**src/rtl/sc_input_conditioner.sv**
```systemverilog
// sc_input_conditioner: synchronises and debounces 10 slide switches and
// 4 active-low push buttons for the data memory's MMIO read port.
// Optional build macro KEY_EVENT_LATCH_EN turns `key` into sticky press
// events cleared by key_rd; without it `key` carries debounced levels.
module sc_input_conditioner #(
  parameter int DEBOUNCE_CYCLES = 50000,
  parameter int CNT_W           = 16
) (
  input  logic        clock,
  input  logic        reset,
  input  logic [9:0]  sw_raw,
  input  logic [3:0]  key_n_raw,
  input  logic        key_rd,
  output logic [9:0]  sw,
  output logic [3:0]  key
);

  localparam int               NB      = 14;
  localparam logic [CNT_W-1:0] CNT_MAX = CNT_W'(DEBOUNCE_CYCLES - 1);

  logic [9:0]       sw_sync1_q, sw_sync1_d;
  logic [9:0]       sw_sync2_q, sw_sync2_d;
  logic [3:0]       key_n_sync1_q, key_n_sync1_d;
  logic [3:0]       key_n_sync2_q, key_n_sync2_d;
  logic [NB-1:0]    level;
  logic [NB-1:0]    stable_q, stable_d;
  logic [CNT_W-1:0] cnt_q [NB];
  logic [CNT_W-1:0] cnt_d [NB];

  // Synchroniser shift and per-bit debounce next-state
  always_comb begin
    sw_sync1_d    = sw_raw;
    sw_sync2_d    = sw_sync1_q;
    key_n_sync1_d = key_n_raw;
    key_n_sync2_d = key_n_sync1_q;
    // keys become active-high (pressed = 1) right after synchronisation
    level         = {~key_n_sync2_q, sw_sync2_q};
    stable_d      = stable_q;
    for (int i = 0; i < NB; i++) begin
      cnt_d[i] = cnt_q[i];
      if (level[i] == stable_q[i]) begin
        cnt_d[i] = {CNT_W{1'b0}};
      end else if (cnt_q[i] == CNT_MAX) begin
        stable_d[i] = level[i];
        cnt_d[i]    = {CNT_W{1'b0}};
      end else begin
        cnt_d[i] = cnt_q[i] + CNT_W'(1);
      end
    end
  end

  // Synchroniser, counter and stable-level registers
  always_ff @(posedge clock) begin
    if (reset) begin
      sw_sync1_q    <= 10'h000;
      sw_sync2_q    <= 10'h000;
      key_n_sync1_q <= 4'hf;
      key_n_sync2_q <= 4'hf;
      stable_q      <= {NB{1'b0}};
      for (int i = 0; i < NB; i++) begin
        cnt_q[i] <= {CNT_W{1'b0}};
      end
    end else begin
      sw_sync1_q    <= sw_sync1_d;
      sw_sync2_q    <= sw_sync2_d;
      key_n_sync1_q <= key_n_sync1_d;
      key_n_sync2_q <= key_n_sync2_d;
      stable_q      <= stable_d;
      for (int i = 0; i < NB; i++) begin
        cnt_q[i] <= cnt_d[i];
      end
    end
  end

  assign sw = stable_q[9:0];

`ifdef KEY_EVENT_LATCH_EN
  logic [3:0] key_ev_q, key_ev_d;

  // Sticky press events: read clears, a simultaneous new press wins
  always_comb begin
    key_ev_d = (key_ev_q & ~{4{key_rd}}) | (stable_d[13:10] & ~stable_q[13:10]);
  end

  // Event register
  always_ff @(posedge clock) begin
    if (reset) begin
      key_ev_q <= 4'h0;
    end else begin
      key_ev_q <= key_ev_d;
    end
  end

  assign key = key_ev_q;
`else
  // level build has no read side effect, so the strobe is intentionally unused
  logic unused_key_rd;
  assign unused_key_rd = key_rd;
  assign key = stable_q[13:10];
`endif

endmodule

```
**config.mk**
```make
export PLATFORM = sky130hd
export DESIGN_NAME = sc_input_conditioner
export DESIGN_NICKNAME = d
export VERILOG_FILES = /design/src/rtl/sc_input_conditioner.sv
export SDC_FILE = /design/constraint.sdc
export NUM_CORES = 1
export LEC_CHECK = 0
export ABC_AREA = 1
export BUFFER_PORTS_ARGS = -buffer_cell sky130_fd_sc_hd__buf_2
export CAP_MARGIN = 5
export CORE_MARGIN = 1.5
export CORE_UTILIZATION = 45
export DETAILED_ROUTE_END_ITERATION = 10
export PLACE_DENSITY = 0.58
export SYNTH_ARGS = -nofsm -noshare
export SYNTH_HDL_FRONTEND = slang
export SYNTH_SLANG_ARGS = --single-unit
```
**constraint.sdc**
```tcl
create_clock -name clock -period 1.6 [get_ports clock]
set_input_delay 0.16 -clock clock [delete_from_list [all_inputs] [get_ports clock]]
set_output_delay 0.16 -clock clock [all_outputs]
set_load 0.01 [all_outputs]
```
==> results.cfg, run 1 <==
[timing]
tightest_slew_ns = 0.391
slew_headroom = 0.738
hold_viol_final = 0
fin_crit_ns = 1.47
rsz0062_at_grt = true
setup_violations = 0
fin_crit_sh = 0.921
fmax_mhz = 678
slew_viol_final = 0
skew_ns = 0.00998

[pwr]
p_switching_mw = 2.84
leakage_nw = 4.79
intPower_mw = 10.9
powerDensity_nw_per_um2 = 967
switching_share = 0.207
pwr-share-clk = 0.497
p_total_mw = 13.7
ir_worst_vdd_uv = 738
pwr-share-comb = 0.016
seqPwrFrac = 0.488

[critical_path]
crit_arrival_ns = 1.90
startpoint = cnt_q[0][16]
cp-end-kind = flop
r2r_start = cnt_q[0][16]
critical_path_class = flop to flop
required_ns = 2.03
ff2ff_path_depth = 6
worst-r2r-setup-slack_ns = 0.13
r2r-end = cnt_q[0][26]
startpoint_type = flop
path_max_fanout = 4

[clock_tree]
clock_latency_ns = 0.55
cts.sinks = 266
cts_tree = yes
post-cts-setup-buffer-count = 0
clockBufferDepth = 3
cts_max_level = 1
root_buffer = clkbuf_16
numCtsBuffers = 31
clkTransAtPathRegs_ns = 0.06

[worst_hold_path]
hold_class = input port to flop
min_to = sw_sync2_q[9]
worstHoldStart = reset
worstHoldPathCells = 3

[place]
placedCellCount = 2182
place_area_um2 = 13000
dpl.hpwl_um = 16600
portBuffers = 29
globalplace.congestion = 0.833

[detailed_routing]
drcViolationCount = 0
first_iter_violations = 599
ant_nets = 0
drt_wl_total_um = 23800
vias_per_cell = 4.70
drt_pre_antenna_iters = 5
vias = 10600
detail_route.wl_per_cell_um = 10.6

[grt]
grt_use_total = 0.169
grt_max_degree = 32
grt_remaining_overflow = 0
grt_pass1_wl_um = 42000
grt_pass1_vias = 9721
antenna_found_initial = 0

[floorplan]
ios = 31
die_x_um = 169
die_area_um2 = 28700
rows = 60
initial_core_util = 0.460
die-height_um = 169
fp.coreArea_um2 = 27100

[cells_and_area]
diodes = 0
fin_area_um2 = 14200
fin_nets = 1889
layout-drive-gt1-share = 0.0772
syn2layout_area_growth_pct = 13.7
stdcell_count = 2250

[synth]
syn_area_um2 = 12500
synthesis.nets = 1825
synth_top_area_cell = dfxtp_1
ys_types = 23
syn_avg_cell_area_um2 = 6.95
synth_area_leaders = dfxtp_1 (43%), nor2_1 (12%), nand2_1 (12%)
yosysTopAreaCellShare = 0.427
syn_inst = 1794
yosysWarnings = 0
ys_seq_elements = 266
synth-seq-area-share = 0.427

[run_status]
status = finished, final reports clean

[job]
cap_violations = 0
## flip-flops by register name, indices dropped and copies added (netlist names)
name,cells
cnt_q,224
key_n_sync2_q,4
stable_q,14
sw_sync1_q,10
sw_sync2_q,10
key_n_sync1_q,4
## cells in the final DEF (no fill, tap or decap), drive strengths merged, types with 2 or more instances in the layout
cell,n
xor2,65
xnor2,32
or2,22
clkinv,8
nor3,2
o21ai,15
bufinv,2
nand3,129
nand2,417
nand4,69
ha,14
o21bai,11
buf,35
dfxtp,266
clkbuf,42
a21oi,101
inv,216
dlygate4sd3,14
nor2,417
## worst max path at each step
stage	to	slack [ns]
4_1_cts	cnt_q[0][55]	0.06
3_5_place_dp	cnt_q[1][29]	0.07
2_1_floorplan	cnt_q[0][23]	0.30
6_report	cnt_q[0][26]	0.13
5_1_grt	cnt_q[1][10]	-0.05
3_3_place_gp	cnt_q[1][19]	0.10
## worst max-delay path, cell delays in order, from the launching register on
cell	delay (ns)
dfxtp_1	0.35
ha_1	0.19
nand3_1	0.18
nor2_1	0.31
nand2_1	0.11
xor2_1	0.15
nor2_1	0.05
## area by class of cell
cell class	instances	area, µm²
fill	2751	12900
multi-input combinational	1295	6240
sequential	266	5330
clock buffer	42	877
inverter	215	807
tap	372	465
timing repair buffer	49	355
clock inverter	11	109
## layer usage
metal  GRT usage  part of all wire
met2       0.286              0.44
met4      0.0431             0.022
met5           0                 0
met1       0.226              0.50
met3      0.0261             0.033
## per-stage QoR
stage | hold WS (ns) | setup TNS (ns) | utilization | setup slack, ns
2_1_floorplan | 0.264 | 0 | - | 0.298
3_5_place_dp | 0.344 | 0 | 0.478 | 0.0702
4_1_cts | 0.0150 | 0 | 0.520 | 0.0595
3_3_place_gp | 0.344 | 0 | 0.478 | 0.103
6_report | 0.0314 | 0 | 0.523 | 0.126
5_1_grt | 0.0283 | -0.0614 | 0.523 | -0.0470
## what timing repair did
action,CTS,global route
resized for setup,0,17
hold buffers,14,0
endpoints found under the hold margin,14,0
endpoints found under the setup margin,0,192
## power groups by stage
stage               Sequential (mW)  Combinational, mW  Clock (mW)
global route                   6.69              0.244        7.32
detailed placement             6.83              0.186           0
finish                         6.69              0.215        6.81
global placement               6.83              0.184           0
floorplan                      6.83              0.138           0
CTS                            6.69              0.213        7.06
## cell families after synthesis
| kind of cell | Yosys count | share of synthesized area |
|---|---|---|
| AOI/OAI and AO/OA | 127 | 0.0562 |
| xor gates and xnor gates | 97 | 0.0681 |
| adders and majority gates | 14 | 0.0141 |
| buffers and inverters | 234 | 0.0798 |
| DFF | 266 | 0.427 |
| and+or+nand+nor | 1056 | 0.355 |
## synth_stat cells
cell / count
dfxtp_1: 266
a21oi_1: 96
o21bai_1: 11
nor2_1: 406
clkbuf_1: 1
ha_1: 14
inv_1: 214
o21ai_0: 10
a21oi_2: 5
nand3_1: 129
nand2_1: 402
nand2_2: 14
or2_2: 22
xnor2_1: 32
nand4_1: 69
nor2_2: 11
o21ai_2: 5
buf_6: 15
xor2_1: 65
nor3_1: 2
buf_2: 3
nand3b_1: 1
inv_2: 1
Note: power is estimated with default switching activity, not from simulation.
==> run 2: changes to the inputs <==
--- a/config.mk
+++ b/config.mk
@@ -8,10 +8,12 @@
 export ABC_AREA = 1
 export BUFFER_PORTS_ARGS = -buffer_cell sky130_fd_sc_hd__buf_2
 export CAP_MARGIN = 5
+export CELL_PAD_IN_SITES_DETAIL_PLACEMENT = 0
+export CELL_PAD_IN_SITES_GLOBAL_PLACEMENT = 1
 export CORE_MARGIN = 1.5
 export CORE_UTILIZATION = 45
 export DETAILED_ROUTE_END_ITERATION = 10
-export PLACE_DENSITY = 0.58
+export PLACE_DENSITY = 0.76
 export SYNTH_ARGS = -nofsm -noshare
 export SYNTH_HDL_FRONTEND = slang
 export SYNTH_SLANG_ARGS = --single-unit
==> run 2 against run 1 <==
Compared with the run above: die area did not move; non-clock buffer count increased by 1; clock skew increased by 0.0021 ns.
==> results.cfg, run 2 (synthesis results as in run 1) <==
[grt]
grt_use_total = 0.174
grt_remaining_overflow = 0
antenna_found_initial = 0
grt_max_degree = 32
grt_pass1_wl_um = 42400
grt_pass1_vias = 9579

[floorplan]
initial_core_util = 0.460
fp.coreArea_um2 = 27100
die_x_um = 169
ios = 31
die-height_um = 169
rows = 60
die_area_um2 = 28700

[pwr]
seqPwrFrac = 0.452
p_switching_mw = 2.98
pwr-share-comb = 0.015
ir_worst_vdd_uv = 823
intPower_mw = 11.8
switching_share = 0.201
p_total_mw = 14.8
leakage_nw = 4.89
powerDensity_nw_per_um2 = 1030
pwr-share-clk = 0.534

[run_status]
status = finished, final reports clean

[timing]
skew_ns = 0.0121
rsz0062_at_grt = true
slew_viol_final = 0
fin_crit_sh = 0.910
hold_viol_final = 0
tightest_slew_ns = 0.492
setup_tns_ns = 0
setup_violations = 0
slew_headroom = 0.672
fin_crit_ns = 1.46
fmax_mhz = 687
fin_ws_ns = 0.144
holdWs_ns = 0.114

[cells_and_area]
fin_nets = 1894
area.sequential_um2 = 5330
multi_input_area_um2 = 6250
largest_reg_flops = 224
top_register = cnt_q
syn2layout_area_growth_pct = 15.5
mostFrequentLayoutCells = nand2_1 (402), nor2_1 (402), dfxtp_1 (266), inv_1 (214), nand3_1 (127)
layout-drive-gt1-share = 0.0847
final_util = 0.531
fill_cells = 2711
top_regs = cnt_q (224), stable_q (14)
stdcell_count = 2261
fin_area_um2 = 14400
diodes = 0

[place]
placedCellCount = 2183
globalplace.congestion = 0.792
dpl.hpwl_um = 17300
dp_slack_ns = 0.0573
portBuffers = 29
place_area_um2 = 13000

[critical_path]
crit_arrival_ns = 1.84
cp-end-kind = flop
path_max_fanout = 16
required_ns = 1.98
startpoint_type = flop
critical_path_class = flop to flop

[clock_tree]
clkTransAtPathRegs_ns = 0.06
cts.sinks = 266
cts_tree = yes
clock_latency_ns = 0.50
cts_max_level = 2
root_buffer = clkbuf_16
clockBufferDepth = 3
post-cts-setup-buffer-count = 0
numCtsBuffers = 34

[detailed_routing]
drt_pre_antenna_iters = 4
ant_nets = 0
first_iter_violations = 402
detail_route.wl_per_cell_um = 10.9
vias_per_cell = 4.65
drt_wl_total_um = 24600
vias = 10500
drcViolationCount = 0

[worst_hold_path]
hold_class = input port to flop

[job]
cap_violations = 0
==> run 2: power by group through the flow <==
stage          sequential, mW  combinational, mW  clock, mW
4_1_cts                  6.69              0.214       8.18
6_report                 6.69              0.216       7.91
2_1_floorplan            6.83              0.138          0
3_3_place_gp             6.83              0.186          0
3_5_place_dp             6.83              0.188          0
5_1_grt                  6.69              0.246       8.39
==> run 2: final cells by class <==
class,count,share of cell area
Clock buffer,53,0.0768
Sequential cell,266,0.370
Inverter,215,0.0560
Clock inverter,9,0.00695
Tap cell,372,0.0323
Multi-Input combinational cell,1296,0.434
Timing Repair Buffer,50,0.0243
==> run 2: final timing paths <==
check | end | slack [ns] | cells past startpoint | from
worst min-delay path | stable_q[5] | 0.11 | 5 | reset
worst min register to register | sw_sync2_q[5] | 0.40 | 2 | sw_sync1_q[5]
worst max register to register | cnt_q[1][89] | 0.14 | 6 | cnt_q[1][80]
worst max-delay path | cnt_q[1][89] | 0.14 | 6 | cnt_q[1][80]
==> run 2: critical path, cell delays in order, from the launching register on <==
cell and delay [ns]:
dfxtp_1 0.35, ha_1 0.19, nand3_1 0.17, nor2_1 0.16
nand3_1 0.10, nand2_2 0.28, nor2_1 0.09
==> run 2: layer usage <==
metal | vias to the layer above | share of wire | global-route usage
li1 | 5779 | - | -
met1 | 4579 | 0.50 | 0.227
met2 | 113 | 0.45 | 0.295
met3 | 40 | 0.029 | 0.0254
met4 | 0 | 0.019 | 0.0593
met5 | - | 0 | 0
==> run 2: what timing repair did <==
item / in CTS / in global routing
setup endpoints to repair: 0 / 158
hold endpoints to repair: 14 / 0
gates resized for setup: 0 / 20
hold buffers: 14 / 0
